--- config.mk ---
export PLATFORM = sky130hd
export DESIGN_NAME = mkio_bus_arbiter
export DESIGN_NICKNAME = d
export VERILOG_FILES = /design/src/rtl/mkio_pkg.sv /design/src/rtl/mkio_sync_det.sv /design/src/rtl/mkio_bus_arbiter.sv
export SDC_FILE = /design/constraint.sdc
export NUM_CORES = 1
export LEC_CHECK = 0
export ABC_AREA = 1
export CAP_MARGIN = 10
export CORE_MARGIN = 8
export CORE_UTILIZATION = 45
export CTS_BUF_LIST = sky130_fd_sc_hd__clkbuf_16
export DETAILED_ROUTE_END_ITERATION = 10
export PLACE_DENSITY = 0.58
export SKIP_CTS_REPAIR_TIMING = 1
export SLEW_MARGIN = 20
export SYNTH_ARGS = -nofsm -noshare
export SYNTH_HDL_FRONTEND = slang
export SYNTH_SLANG_ARGS = --single-unit
--- constraint.sdc ---
create_clock -name clk -period 24.4 [get_ports clk]
set_clock_uncertainty 0.15 [all_clocks]
set_input_delay 3.66 -clock clk [delete_from_list [all_inputs] [get_ports clk]]
set_output_delay 3.66 -clock clk [all_outputs]
set_load 0.05 [all_outputs]
--- src/rtl/mkio_pkg.sv ---
// Shared types and constants for the MKIO dual-redundant bus arbiter.
package mkio_pkg;

  typedef enum logic [1:0] {
    ST_IDLE   = 2'd0,
    ST_LOCK_A = 2'd1,
    ST_LOCK_B = 2'd2
  } bus_state_e;

  localparam int SYNC_MIN_DEF = 40;
  localparam int DLY_DEF      = 96;
  localparam int IDLE_TO_DEF  = 480;

  localparam logic [1:0] LINE_HI = 2'b10;
  localparam logic [1:0] LINE_LO = 2'b01;

  // 00 and 11 both mean no differential drive on the pair.
  function automatic logic line_idle(input logic [1:0] line);
    return (line == 2'b00) || (line == 2'b11);
  endfunction

endpackage

--- src/rtl/mkio_sync_det.sv ---
// Command-sync detector for one channel: a long 10 run followed by a long 01 run.
// cmd_sync is combinational and fires once, on the SYNC_MIN-th 01 clock.
module mkio_sync_det
  import mkio_pkg::*;
#(
  parameter int SYNC_MIN = SYNC_MIN_DEF
) (
  input  logic       clk,
  input  logic       reset,
  input  logic [1:0] line,
  output logic       cmd_sync
);

  localparam logic [6:0] MIN_C = 7'(SYNC_MIN);

  logic [6:0] hi_cnt;
  logic [6:0] lo_cnt;
  logic       armed;
  logic       is_hi;
  logic       is_lo;

  assign is_hi    = (line == LINE_HI);
  assign is_lo    = (line == LINE_LO);
  assign cmd_sync = armed && is_lo && ((lo_cnt + 7'd1) == MIN_C);

  always_ff @(posedge clk or posedge reset) begin
    if (reset) begin
      hi_cnt <= '0;
      lo_cnt <= '0;
      armed  <= 1'b0;
    end else begin
      if (is_hi) begin
        hi_cnt <= (hi_cnt == 7'h7f) ? hi_cnt : hi_cnt + 7'd1;
      end else begin
        hi_cnt <= '0;
      end

      // hi_cnt is nonzero only if the previous clock was 10, so this is the 10->01 edge.
      if (armed) begin
        if (is_lo && !cmd_sync) begin
          lo_cnt <= lo_cnt + 7'd1;
        end else begin
          armed  <= 1'b0;
          lo_cnt <= '0;
        end
      end else if (is_lo && (hi_cnt >= MIN_C)) begin
        armed  <= 1'b1;
        lo_cnt <= 7'd1;
      end
    end
  end

endmodule

--- src/rtl/mkio_bus_arbiter.sv ---
// MKIO remote-terminal bus arbiter: locks the codec onto channel A or B and gates TX.
// Define MKIO_SUPERSEDE_EN to let a command on the other bus abort and switch the lock.
module mkio_bus_arbiter
  import mkio_pkg::*;
#(
  parameter int SYNC_MIN = SYNC_MIN_DEF,
  parameter int DLY      = DLY_DEF,
  parameter int IDLE_TO  = IDLE_TO_DEF
) (
  input  logic       clk,
  input  logic       reset,
  input  logic       DI1A,
  input  logic       DI0A,
  input  logic       DI1B,
  input  logic       DI0B,
  output logic       DO1A,
  output logic       DO0A,
  output logic       DO1B,
  output logic       DO0B,
  output logic       RX_STROB_A,
  output logic       RX_STROB_B,
  output logic       TX_INHIBIT_A,
  output logic       TX_INHIBIT_B,
  output logic       dec_di1,
  output logic       dec_di0,
  input  logic       enc_do1,
  input  logic       enc_do0,
  input  logic       enc_busy,
  output logic       core_abort,
  output logic       bus_sel,
  output logic       bus_locked,
  output logic [1:0] dbg_state
);

  localparam logic [8:0] IDLE_LAST = 9'(IDLE_TO - 1);

  logic [1:0] line_a;
  logic [1:0] line_b;
  logic       cmd_sync_a;
  logic       cmd_sync_b;

  assign line_a = {DI1A, DI0A};
  assign line_b = {DI1B, DI0B};

  mkio_sync_det #(.SYNC_MIN(SYNC_MIN)) u_det_a (
    .clk      (clk),
    .reset    (reset),
    .line     (line_a),
    .cmd_sync (cmd_sync_a)
  );

  mkio_sync_det #(.SYNC_MIN(SYNC_MIN)) u_det_b (
    .clk      (clk),
    .reset    (reset),
    .line     (line_b),
    .cmd_sync (cmd_sync_b)
  );

  // The decoder sees the stream DLY clocks late, so the lock decision beats the sync.
  logic [DLY-1:0][1:0] dly_a;
  logic [DLY-1:0][1:0] dly_b;

  always_ff @(posedge clk or posedge reset) begin
    if (reset) begin
      dly_a <= '0;
      dly_b <= '0;
    end else begin
      dly_a <= {dly_a[DLY-2:0], line_a};
      dly_b <= {dly_b[DLY-2:0], line_b};
    end
  end

  logic take_a;
  logic take_b;

`ifdef MKIO_SUPERSEDE_EN
  assign take_a = cmd_sync_a;
  assign take_b = cmd_sync_b;
`else
  assign take_a = 1'b0;
  assign take_b = 1'b0;
`endif

  bus_state_e state;
  bus_state_e state_nxt;
  logic       abort_nxt;
  logic [8:0] idle_cnt;
  logic [1:0] own_line;
  logic       own_quiet;
  logic       unlock;
  logic       tx_a;
  logic       tx_b;

  assign own_line  = (state == ST_LOCK_B) ? line_b : line_a;
  assign own_quiet = line_idle(own_line) && !enc_busy;
  assign unlock    = own_quiet && (idle_cnt == IDLE_LAST);
  assign dbg_state = state;

  always_comb begin
    state_nxt = state;
    abort_nxt = 1'b0;
    case (state)
      ST_IDLE: begin
        if (cmd_sync_a) begin
          state_nxt = ST_LOCK_A;
        end else if (cmd_sync_b) begin
          state_nxt = ST_LOCK_B;
        end
      end
      ST_LOCK_A: begin
        if (take_b) begin
          state_nxt = ST_LOCK_B;
          abort_nxt = 1'b1;
        end else if (unlock) begin
          state_nxt = ST_IDLE;
        end
      end
      ST_LOCK_B: begin
        if (take_a) begin
          state_nxt = ST_LOCK_A;
          abort_nxt = 1'b1;
        end else if (unlock) begin
          state_nxt = ST_IDLE;
        end
      end
      default: state_nxt = ST_IDLE;
    endcase
  end

  // Outputs follow the next state so a supersede kills the old bus on the abort edge.
  assign tx_a = (state_nxt == ST_LOCK_A) && enc_busy;
  assign tx_b = (state_nxt == ST_LOCK_B) && enc_busy;

  always_ff @(posedge clk or posedge reset) begin
    if (reset) begin
      state        <= ST_IDLE;
      idle_cnt     <= '0;
      core_abort   <= 1'b0;
      bus_sel      <= 1'b0;
      bus_locked   <= 1'b0;
      DO1A         <= 1'b0;
      DO0A         <= 1'b0;
      DO1B         <= 1'b0;
      DO0B         <= 1'b0;
      TX_INHIBIT_A <= 1'b1;
      TX_INHIBIT_B <= 1'b1;
      RX_STROB_A   <= 1'b0;
      RX_STROB_B   <= 1'b0;
      dec_di1      <= 1'b0;
      dec_di0      <= 1'b0;
    end else begin
      state <= state_nxt;
      if ((state_nxt != state) || (state == ST_IDLE) || !own_quiet) begin
        idle_cnt <= '0;
      end else begin
        idle_cnt <= idle_cnt + 9'd1;
      end
      core_abort   <= abort_nxt;
      bus_sel      <= (state_nxt == ST_LOCK_B);
      bus_locked   <= (state_nxt != ST_IDLE);
      DO1A         <= tx_a & enc_do1;
      DO0A         <= tx_a & enc_do0;
      DO1B         <= tx_b & enc_do1;
      DO0B         <= tx_b & enc_do0;
      TX_INHIBIT_A <= !tx_a;
      TX_INHIBIT_B <= !tx_b;
      RX_STROB_A   <= !tx_a;
      RX_STROB_B   <= !tx_b;
      case (state_nxt)
        ST_LOCK_A: {dec_di1, dec_di0} <= dly_a[DLY-1];
        ST_LOCK_B: {dec_di1, dec_di0} <= dly_b[DLY-1];
        default:   {dec_di1, dec_di0} <= 2'b00;
      endcase
    end
  end

endmodule

==> key figures <==
Run status
  • Outcome: finished clean

Job
  • MaxCap Viol Count: 0

Logic synthesis
  • Count leader, synth: dfrtp_1
  • Top-area cell type share of the netlist area: 87.9%
  • #FFs+latches synth: between 400 and 500
  • Syn Inst Count: between 700 and 800
  • Leading area contributor after synthesis: dfrtp_1
  • Syn Area/Cell: between 15 and 20 um^2
  • Net Count, Synth: around 730
  • Post-synthesis sequential area ratio: 88.3%
  • Synth area leaders: dfrtp_1, nand2_1, ha_1
  • Synth top cells by count: dfrtp_1, nand2_1, inv_1
  • Synth async-reset ratio: 100%
  • EDFF count, synth: 0
  • Synthesized area: 12,400 um^2
  • Yosys Warn Count: 0
  • Distinct cells, synth: 34
  • Synth Flop Type: dfrtp_1

Place
  • Dpl ws: 17.39 ns
  • Hpwl dp: around 8.5 mm
  • Inst Count DP: approximately 1,100
  • IO buf count: 22
  • Routability cong.: between 0.7 and 0.8

Routing
  • DRT iter0 DRCs: 368
  • Post-route ant nets: 0
  • Via Count: about 5,200
  • Routed wire length per instance: approximately 15 um
  • Total routed wirelength: approximately 17 mm
  • 1st-pass router iterations: 4
  • DR vias/cell: 4.55
  • Remaining DRCs: 0

Timing
  • Max transition margin: 37.6%
  • Worst-Margin Slew: around 0.94 ns
  • Unrepaired setup endpoints after global routing: false
  • Period utilisation layout: around a quarter
  • Final slew viol count: 0
  • Setup slack after layout: roughly 19 ns
  • Max Freq: about 170 MHz
  • Fin. Hold Viols: 0
  • Setup TNS: 0 ns
  • WHS: around 0.19 ns
  • Min cycle time layout: around 5.7 ns
  • Setup violators final: 0

Critical path
  • Setup crit start kind: input port
  • CP max FO: 134
  • Worst EP required: approximately 25 ns
  • Crit Path Class: in2async
  • Critical Path AT: between 6 and 7 ns
  • Crit. End Element: async pin

CTS
  • Clk_lat worst skew: between 0.5 and 0.6 ns
  • Reg clk slew, reported paths: around 0.060 ns
  • Root Driver: clkbuf_16
  • Clock sinks: 437
  • CTS H-tree depth: 2
  • CTS max path bufs: 3
  • Num CTS Buffers: 42
  • CTS tree: done

Global route
  • Total grt overflow: 0
  • Vias in the first global route: around 5,800
  • Total GRT Usage: 10.8%
  • Largest net degree at the start of global routing: ~220
  • First-pass GRT wire length: a little under 30 mm
  • Initial antenna violation count: 0

Layout
  • Area Overhead vs Synth: 17.4%
  • Final nets: 801
  • Diodes inserted: 0
  • Layout cells sized above 1: between 10% and 20%
  • Layout Cells excl Fill: approximately 1,200

Power
  • Power Total: 1.45 mW
  • Leakage: roughly 7.0 nW
  • Worst vdd ir: slightly below 0.00006 V
  • Pwr Density: between 90 and 100 nW/um^2

Die
  • Die Height: ~180 um
  • Initial core utilization: 45.8%
  • Die Width: between 150 and 200 um
  • Die footprint: around 33,000 um^2
  • IO Pins: 24
  • Row count: 60
  • Core area: roughly 27,000 um^2

Min path
  • Hold/Removal Path Class: reg2reg
area by class of cell:
| class | instances | area (um^2) |
|---|---|---|
| clock buffer | 42 | 1050 |
| fill | 2098 | 12500 |
| sequential | 437 | 10900 |
| multi-input combinational | 217 | 1230 |
| timing repair buffer | 25 | 275 |
| clock inverter | 36 | 410 |
| inverter | 53 | 206 |
| tap | 341 | 427 |
report_power, final:
group	switching (mW)	internal, mW	leakage [nW]
registers	0.0114	0.745	5.62
logic	0.0223	0.00710	0.688
clock network	0.265	0.403	0.728
total	0.299	1.16	7.03
path summary, 6_finish.rpt:
kind	from	to	slack (ns)	cells past startpoint
min in group asynchronous	reset	dly_a[146]	3.57	2
max	reset	dly_a[40]	18.68	4
max reg2reg	u_det_a.lo_cnt[0]	DO0A	21.68	15
max in group clk	dbg_state[1]	dbg_state[1]	18.71	1
min reg2reg	dly_a[112]	dly_a[114]	0.19	0
min	dly_a[112]	dly_a[114]	0.19	0
worst max-delay path, stage by stage:
cell and delay, ns:
clkdlybuf4s50_1 0.49, inv_8 0.61, buf_12 0.42, buf_4 0.82
through the flow:
| step | cell area [um^2] | util [%] |
|---|---|---|
| after floorplan | 12400 | - |
| after global routing | 14500 | 53.8 |
| after detailed placement | 13100 | 48.3 |
| final | 14500 | 53.8 |
| after global placement | 13100 | 48.3 |
| after CTS | 14500 | 53.7 |
per-layer routing:
| metal | GRT usage, % | part of all wire [%] | up-vias |
|---|---|---|---|
| met2 | 15.9 | 45 | 79 |
| li1 | - | - | 2360 |
| met3 | 2.61 | 3.8 | 32 |
| met1 | 15.3 | 49 | 2770 |
| met4 | 3.97 | 2.5 | 0 |
| met5 | 0 | 0 | - |
cells by family after synthesis:
kind of cell	share of synthesized area (%)
AOI/OAI and AO/OA	1.98
xor gates and xnor gates	0.707
adders and majority gates	1.62
buffers and inverters	1.71
DFF	88.3
other	0.0303
and+or+nand+nor	5.63
placed cells by master (no fill, tap or decap), types with 8 or more instances in the layout:
cell type	count
dfrtp_1	435
nand2_1	68
inv_1	55
clkbuf_16	42
nor2_1	28
clkdlybuf4s50_1	22
nand3_1	20
ha_1	16
a21oi_1	14
o21ai_0	12
nor2_2	9
xor2_1	8
bufinv_16	8
clkinv_2	8
registers in the layout, indices dropped and copies added (netlist names):
signal	count
DO0A	1
DO0B	1
DO1A	1
DO1B	1
RX_STROB_A	1
RX_STROB_B	1
TX_INHIBIT_A	1
TX_INHIBIT_B	1
bus_locked	1
bus_sel	1
dbg_state	2
dec_di0	1
dec_di1	1
dly_a	192
dly_b	192
idle_cnt	9
u_det_a.armed	1
u_det_a.hi_cnt	7
u_det_a.lo_cnt	7
u_det_b.armed	1
u_det_b.hi_cnt	7
u_det_b.lo_cnt	7
(Power assumes the default switching activity.)
